`src/rtl/uart_pkg.sv`:
```
// Shared types and helpers for the parametrised UART receiver.
// Holds the receiver state encoding and the parity-mode constants.
package uart_pkg;

    typedef enum logic [2:0] {
        ST_IDLE,
        ST_START,
        ST_DATA,
        ST_PARITY,
        ST_STOP,
        ST_WAIT_HIGH
    } rx_state_e;

    localparam int PAR_NONE = 0;
    localparam int PAR_ODD  = 1;
    localparam int PAR_EVEN = 2;

    function automatic int clog2(input int v);
        int r;
        r = 0;
        for (int i = 0; i < 31; i++) begin
            if ((1 << i) < v) r = i + 1;
        end
        return (r < 1) ? 1 : r;
    endfunction

endpackage

```
`src/rtl/uart_rx_fifo.sv`:
```
// Synchronous show-ahead FIFO for received words.
// Head entry is read combinationally from registered storage.
module uart_rx_fifo
    import uart_pkg::*;
#(
    parameter int WIDTH = 10,
    parameter int DEPTH = 4
) (
    input  logic             clk,
    input  logic             rst,
    input  logic             push,
    input  logic             pop,
    input  logic [WIDTH-1:0] din,
    output logic [WIDTH-1:0] dout,
    output logic             full,
    output logic             empty
);

    localparam int AW = clog2(DEPTH);

    logic [WIDTH-1:0] mem [DEPTH];
    logic [AW-1:0]    wr_ptr;
    logic [AW-1:0]    rd_ptr;
    logic [AW:0]      count;
    logic             wr_en;
    logic             rd_en;

    assign full  = (count == (AW+1)'(DEPTH));
    assign empty = (count == '0);
    assign rd_en = pop && !empty;
    // A pop in the same cycle frees the slot a full FIFO needs.
    assign wr_en = push && (!full || rd_en);
    assign dout  = mem[rd_ptr];

    always_ff @(posedge clk) begin
        if (wr_en) mem[wr_ptr] <= din;
    end

    always_ff @(posedge clk) begin
        if (rst) begin
            wr_ptr <= '0;
            rd_ptr <= '0;
            count  <= '0;
        end else begin
            if (wr_en) wr_ptr <= wr_ptr + AW'(1);
            if (rd_en) rd_ptr <= rd_ptr + AW'(1);
            unique case ({wr_en, rd_en})
                2'b10:   count <= count + (AW+1)'(1);
                2'b01:   count <= count - (AW+1)'(1);
                default: count <= count;
            endcase
        end
    end

endmodule

```
`src/rtl/uart_rx_fifo_receiver.sv`:
```
// Asynchronous serial receiver with majority-voted sampling,
// configurable framing and a show-ahead word FIFO.
module uart_rx_fifo_receiver
    import uart_pkg::*;
#(
    parameter int CLKS_PER_BIT = 432,
    parameter int DATA_BITS    = 8,
    parameter int PARITY       = 0,
    parameter int STOP_BITS    = 1,
    parameter int FIFO_DEPTH   = 4
) (
    input  logic                 clk,
    input  logic                 rst,
    input  logic                 RxD,
    input  logic                 rx_rd,
    input  logic                 err_clr,
    output logic                 rx_valid,
    output logic [DATA_BITS-1:0] rx_data,
    output logic                 rx_parity_err,
    output logic                 rx_frame_err,
    output logic                 rx_overrun,
    output logic                 rx_busy
);

    localparam int CW = clog2(CLKS_PER_BIT);
    localparam int BW = clog2(DATA_BITS);
    localparam int FW = DATA_BITS + 2;

    localparam logic [CW-1:0] CNT_LAST = CW'(CLKS_PER_BIT - 1);
    localparam logic [CW-1:0] CNT_HALF = CW'(CLKS_PER_BIT / 2 - 1);
    localparam logic [BW-1:0] BIT_LAST = BW'(DATA_BITS - 1);
    localparam logic          STOP_LAST = 1'(STOP_BITS - 1);
    localparam logic          ODD_MODE = (PARITY == PAR_ODD);

    rx_state_e state, state_d;

    logic                 rx_meta;
    logic                 rxs;
    logic [1:0]           hist;
    logic                 maj;
    logic                 centre;
    logic [CW-1:0]        cnt, cnt_d;
    logic [BW-1:0]        bit_idx, bit_idx_d;
    logic                 stop_idx, stop_idx_d;
    logic [DATA_BITS-1:0] shreg, shreg_d;
    logic                 par_err, par_err_d;
    logic                 frm_err, frm_err_d;
    logic                 push;
    logic [FW-1:0]        fifo_din;
    logic [FW-1:0]        fifo_dout;
    logic                 fifo_full;
    logic                 fifo_empty;
    logic                 rd_fire;

    assign maj    = (rxs & hist[0]) | (rxs & hist[1]) | (hist[0] & hist[1]);
    assign centre = (cnt == CNT_LAST);

    always_ff @(posedge clk) begin
        if (rst) begin
            rx_meta <= 1'b1;
            rxs     <= 1'b1;
            hist    <= 2'b11;
        end else begin
            rx_meta <= RxD;
            rxs     <= rx_meta;
            hist    <= {hist[0], rxs};
        end
    end

    always_ff @(posedge clk) begin
        if (rst) begin
            state    <= ST_IDLE;
            cnt      <= '0;
            bit_idx  <= '0;
            stop_idx <= 1'b0;
            shreg    <= '0;
            par_err  <= 1'b0;
            frm_err  <= 1'b0;
        end else begin
            state    <= state_d;
            cnt      <= cnt_d;
            bit_idx  <= bit_idx_d;
            stop_idx <= stop_idx_d;
            shreg    <= shreg_d;
            par_err  <= par_err_d;
            frm_err  <= frm_err_d;
        end
    end

    always_comb begin
        state_d    = state;
        cnt_d      = cnt + CW'(1);
        bit_idx_d  = bit_idx;
        stop_idx_d = stop_idx;
        shreg_d    = shreg;
        par_err_d  = par_err;
        frm_err_d  = frm_err;
        push       = 1'b0;
        unique case (state)
            ST_IDLE: begin
                cnt_d = '0;
                if (!rxs) begin
                    state_d    = ST_START;
                    bit_idx_d  = '0;
                    stop_idx_d = 1'b0;
                    par_err_d  = 1'b0;
                    frm_err_d  = 1'b0;
                end
            end
            ST_START: begin
                // Half a bit in: re-align the counter to bit centres.
                if (cnt == CNT_HALF) begin
                    cnt_d   = '0;
                    state_d = maj ? ST_IDLE : ST_DATA;
                end
            end
            ST_DATA: begin
                if (centre) begin
                    cnt_d     = '0;
                    shreg_d   = {maj, shreg[DATA_BITS-1:1]};
                    bit_idx_d = bit_idx + BW'(1);
                    if (bit_idx == BIT_LAST) begin
                        state_d = (PARITY != PAR_NONE) ? ST_PARITY : ST_STOP;
                    end
                end
            end
            ST_PARITY: begin
                if (centre) begin
                    cnt_d     = '0;
                    par_err_d = (^shreg) ^ maj ^ ODD_MODE;
                    state_d   = ST_STOP;
                end
            end
            ST_STOP: begin
                if (centre) begin
                    cnt_d     = '0;
                    frm_err_d = frm_err | ~maj;
                    if (stop_idx == STOP_LAST) begin
                        push    = 1'b1;
                        state_d = frm_err_d ? ST_WAIT_HIGH : ST_IDLE;
                    end else begin
                        stop_idx_d = 1'b1;
                    end
                end
            end
            ST_WAIT_HIGH: begin
                cnt_d = '0;
                if (rxs) state_d = ST_IDLE;
            end
            default: state_d = ST_IDLE;
        endcase
    end

    assign fifo_din = {shreg, par_err, frm_err_d};
    assign rd_fire  = rx_rd && !fifo_empty;

    uart_rx_fifo #(
        .WIDTH (FW),
        .DEPTH (FIFO_DEPTH)
    ) u_fifo (
        .clk   (clk),
        .rst   (rst),
        .push  (push),
        .pop   (rx_rd),
        .din   (fifo_din),
        .dout  (fifo_dout),
        .full  (fifo_full),
        .empty (fifo_empty)
    );

    // A new overrun takes priority over a simultaneous clear.
    always_ff @(posedge clk) begin
        if (rst) begin
            rx_overrun <= 1'b0;
        end else begin
            rx_overrun <= (push && fifo_full && !rd_fire) ||
                          (rx_overrun && !err_clr);
        end
    end

    assign rx_valid = !fifo_empty;
    assign {rx_data, rx_parity_err, rx_frame_err} =
        fifo_empty ? '0 : fifo_dout;
    assign rx_busy = (state != ST_IDLE);

endmodule

```
`config.mk`:
```
export PLATFORM = sky130hd
export DESIGN_NAME = uart_rx_fifo_receiver
export DESIGN_NICKNAME = d
export VERILOG_FILES = /design/src/rtl/uart_pkg.sv /design/src/rtl/uart_rx_fifo.sv /design/src/rtl/uart_rx_fifo_receiver.sv
export SDC_FILE = /design/constraint.sdc
export NUM_CORES = 1
export LEC_CHECK = 0
export ABC_AREA = 1
export BUFFER_PORTS_ARGS = -buffer_cell sky130_fd_sc_hd__buf_2
export CORE_MARGIN = 2
export CORE_UTILIZATION = 50
export CTS_BUF_LIST = sky130_fd_sc_hd__clkbuf_4 sky130_fd_sc_hd__clkbuf_8 sky130_fd_sc_hd__clkbuf_16
export DETAILED_ROUTE_END_ITERATION = 8
export HOLD_SLACK_MARGIN = 0.02
export PLACE_DENSITY = 0.77
export SLEW_MARGIN = 20
export SYNTH_ARGS = -nofsm -noshare
export SYNTH_HDL_FRONTEND = slang
export SYNTH_SLANG_ARGS = --single-unit
```
`constraint.sdc`:
```
create_clock -name clk -period 3 [get_ports clk]
set_input_delay 0.3 -clock clk [delete_from_list [all_inputs] [get_ports clk]]
set_output_delay 0.3 -clock clk [all_outputs]
set_load 0.1 [all_outputs]
```
==> results summary <==
Row generation in the floorplan step produced 30 rows. For this run, the leading register cell type out of synthesis is edfxtp_1. The floorplan die area is 7580 sq um. Leaving out fill and tap cells, the most frequent cell in the layout is nor2_1.

For this configuration, the core starts out at a cell density of 51.4%. For this run, the number of Yosys warnings is 0. The max-slew violation count came to 0. The number of violations reported at the end of detailed-routing iteration 0 came out at 160.

The worst register-to-register path begins at cnt[0]. The core region is 6720 sq um. The first-pass GRT wire length came out at 10700 um. After layout, the worst path uses 82.1% of the clock period.

The final HPWL from detailed placement came out at 4740 um. The depth of the worst hold-timing path came out at 2. The count of buffers added on input and output ports is 17. The setup skew after layout came out at 7.20 ps. For this run, the post-layout net count is 426. Counting flops with a built-in enable in the synthesized netlist gives 40.

When the netlist entered floorplanning its net count stood at 406. The fraction of layout instances using a drive strength above 1 is 12.7%. The final setup violation count is 0.

The routed via count came out at 2621. In this run the power density over the cells is 713 nW/um^2. Cells fill 56.7% of the core in the end. The total of hold buffers inserted after clock tree synthesis is 0. Dividing the synthesized area by the synthesized cell count gives 8.80 sq um. The arrival time at the worst endpoint is 2160 ps. The buffer depth of the longest clock path is 2. 18 I/O pins were placed. IR analysis of the VDD net gives a maximum drop of 0.673 mV. The largest single stage delay on the critical path is 540 ps. By startpoint and endpoint, the worst setup path is classified as register to output port. The accumulated negative setup slack came out at 0 ps. The via count of the first global-routing pass came out at 2504. The iteration count of the initial detailed-routing pass came out at 4. The post-route total power is 2.72 mW. Traced cell by cell, the critical path runs through clkinv_1, nor2_1, o21ai_0, a21oi_1, buf_2. The highest attainable clock frequency came out at 406 MHz. The summed instance area of the synthesized netlist came out at 3450 sq um. The post-detailed-route count of antenna-violating nets came out at 0. After detailed routing, the number of vias per cell comes to 5.27.

Summing all non-filler instances in the final layout gives an area of 3810 sq um. The number of setup buffers added after CTS is 0. The number of maximum-capacitance constraint violations is 0. The headroom to the max-slew limit is 44.1%. The startpoint identified for the worst hold timing path is RxD.

On the critical path, the stage with the largest delay is an instance of dfxtp_1. Measured in cells, the most critical reg-to-reg path has a length of 13. Clock-pin slew was measured on the worst setup and hold paths at 70 ps. In this run the clock root is driven by a clkbuf_8. The flow ran to the end, and the final reports show no timing, DRC or antenna violations.

Summing all placed instances gives a cell area of 3610 sq um. The count of inserted antenna diode cells is 0. The sequential-to-total area share from yosys stat came out at 57.4%. The number of hold violations in the final report is 0. The worst slack at placement is 701 ps. The post-synthesis cell count is 392. The final setup slack of the worst path is 536 ps. The maximum fanout along the worst path came out at 11. The count of cells resized by post-cts repair came out at 0. The endpoint identified for the worst register-to-register timing path is u_fifo.count[2].

At the pin with the least slew margin, the transition time is 835 ps. The latest clock arrival within the worst-skew pair is 340 ps. The final critical-path required period came out at 2460 ps. The startpoint type of the worst setup path is a register. For flop-to-flop paths, the worst setup slack is 720 ps. The combined global-route utilization of all metal layers came out at 18.6%.

Setup repair after global routing left no endpoint under its margin. The number of H-tree branching levels is 3. The leakage power is 1.58 nW.

The final routed wire length divided by cell count came out at 13.5 um. TritonCTS built the clock tree. Entering global routing, the biggest net connects 22 pins. STA classifies the critical path endpoint as an output port. In the layout the commonest cells are nor2_1 (74), nand2_1 (65), edfxtp_1 (40).

The initial antenna violation count was 0. The min-delay analysis places its worst path in the category primary input to register. Summed over all layers, the routed wires come to 6700 um.

The die is 87.1 um tall. The total CTS buffers is 9. The worst hold endpoint is rx_meta. For the worst setup path, the data required time is 2700 ps. The die is 87.1 um wide. The area growth from synthesis to layout is 10.4%. The distinct cell type count after synthesis came out at 29. The clock drives 79 sinks. The global placer's final weighted congestion came out at 0.861.

The number of inserted filler cells in the final layout came out at 597. The share of flip-flops with an asynchronous set or reset is 0%. The total global routing overflow came out at 0. The number of register bits inferred by synthesis is 79. The final routed DRC violation total is 0.
## synthesized netlist by cell type (2+ instances only)
master / count / area share (%)
o211ai_1: 2 / 0.43
nor3_1: 2 / 0.29
nand4_1: 2 / 0.36
nand2_2: 5 / 0.91
nand2_1: 65 / 7.1
a21oi_1: 35 / 5.1
inv_1: 37 / 4.0
ha_1: 8 / 2.9
nor2_2: 3 / 0.54
o21ai_0: 37 / 5.4
nand3_1: 11 / 1.6
or2_2: 2 / 0.36
edfxtp_1: 40 / 35
o21ai_1: 3 / 0.43
nor2_1: 74 / 8.0
clkbuf_1: 9 / 0.98
dfxtp_1: 39 / 23
xor2_1: 3 / 0.76
inv_2: 5 / 0.54
## critical path, delay by kind of cell (launching register included)
kind	cells	cell delay (ps)
and+or+nand+nor	1	200
AOI/OAI and AO/OA	2	280
DFF	1	540
buffers and inverters	2	800
## cell families (layout without fill, tap and decap cells)
group                      Yosys count  count (layout)  synth area share (%)
adders and majority gates            9               9                  3.48
and+or+nand+nor                    168             168                  20.2
AOI/OAI and AO/OA                   79              79                  11.9
buffers and inverters               53              78                  5.98
xor gates and xnor gates             4               4                  1.02
DFF                                 79              79                  57.4
## state kept, by name, summed over array words and instances (netlist names), 2 cells and up, named ones only
name / count
bit_idx: 3
cnt: 9
hist: 2
shreg: 8
state: 3
u_fifo.count: 3
u_fifo.mem: 40
u_fifo.rd_ptr: 2
u_fifo.wr_ptr: 2
## worst max-delay path by stage
stage,endpoint,slack (ps),cells after the start
after floorplan,rx_data[0],-210,5
after global placement,u_fifo.count[2],810,13
after detailed placement,u_fifo.mem[0][9],700,7
after CTS,rx_data[1],480,5
after global routing,rx_data[1],370,5
final,rx_data[1],540,5
## per-stage QoR
stage	std cells	hold WS (ps)
2_1_floorplan	392	389
3_3_place_gp	481	394
3_5_place_dp	481	400
4_1_cts	497	114
5_1_grt	497	120
6_report	497	137
## layer usage
metal  global-route usage (%)  vias to the layer above  wire length (um)
met5                        0                        -                 0
met2                     34.2                       65              3470
met4                     11.4                        0               171
li1                         -                     1334                 -
met1                     19.5                     1207              2820
met3                     3.32                       15               247
## where the power goes
part           internal (mW)  total [mW]  leakage (nW)  switching (mW)
registers               1.17        1.21         0.747          0.0410
clock network          0.436       0.795         0.108           0.359
logic                  0.159       0.716         0.728           0.557
## cell type report
cell class	instances	area (sq um)	share of cell area, %
inverters	43	161	4.24
clock buffers	13	160	4.20
well taps	80	100	2.63
multi-input cells	260	1260	33.1
clock inverters	3	43.8	1.15
flip-flops and latches	79	1980	52.0
repair buffers	19	100	2.63
Note: power is estimated with default switching activity, not from simulation.
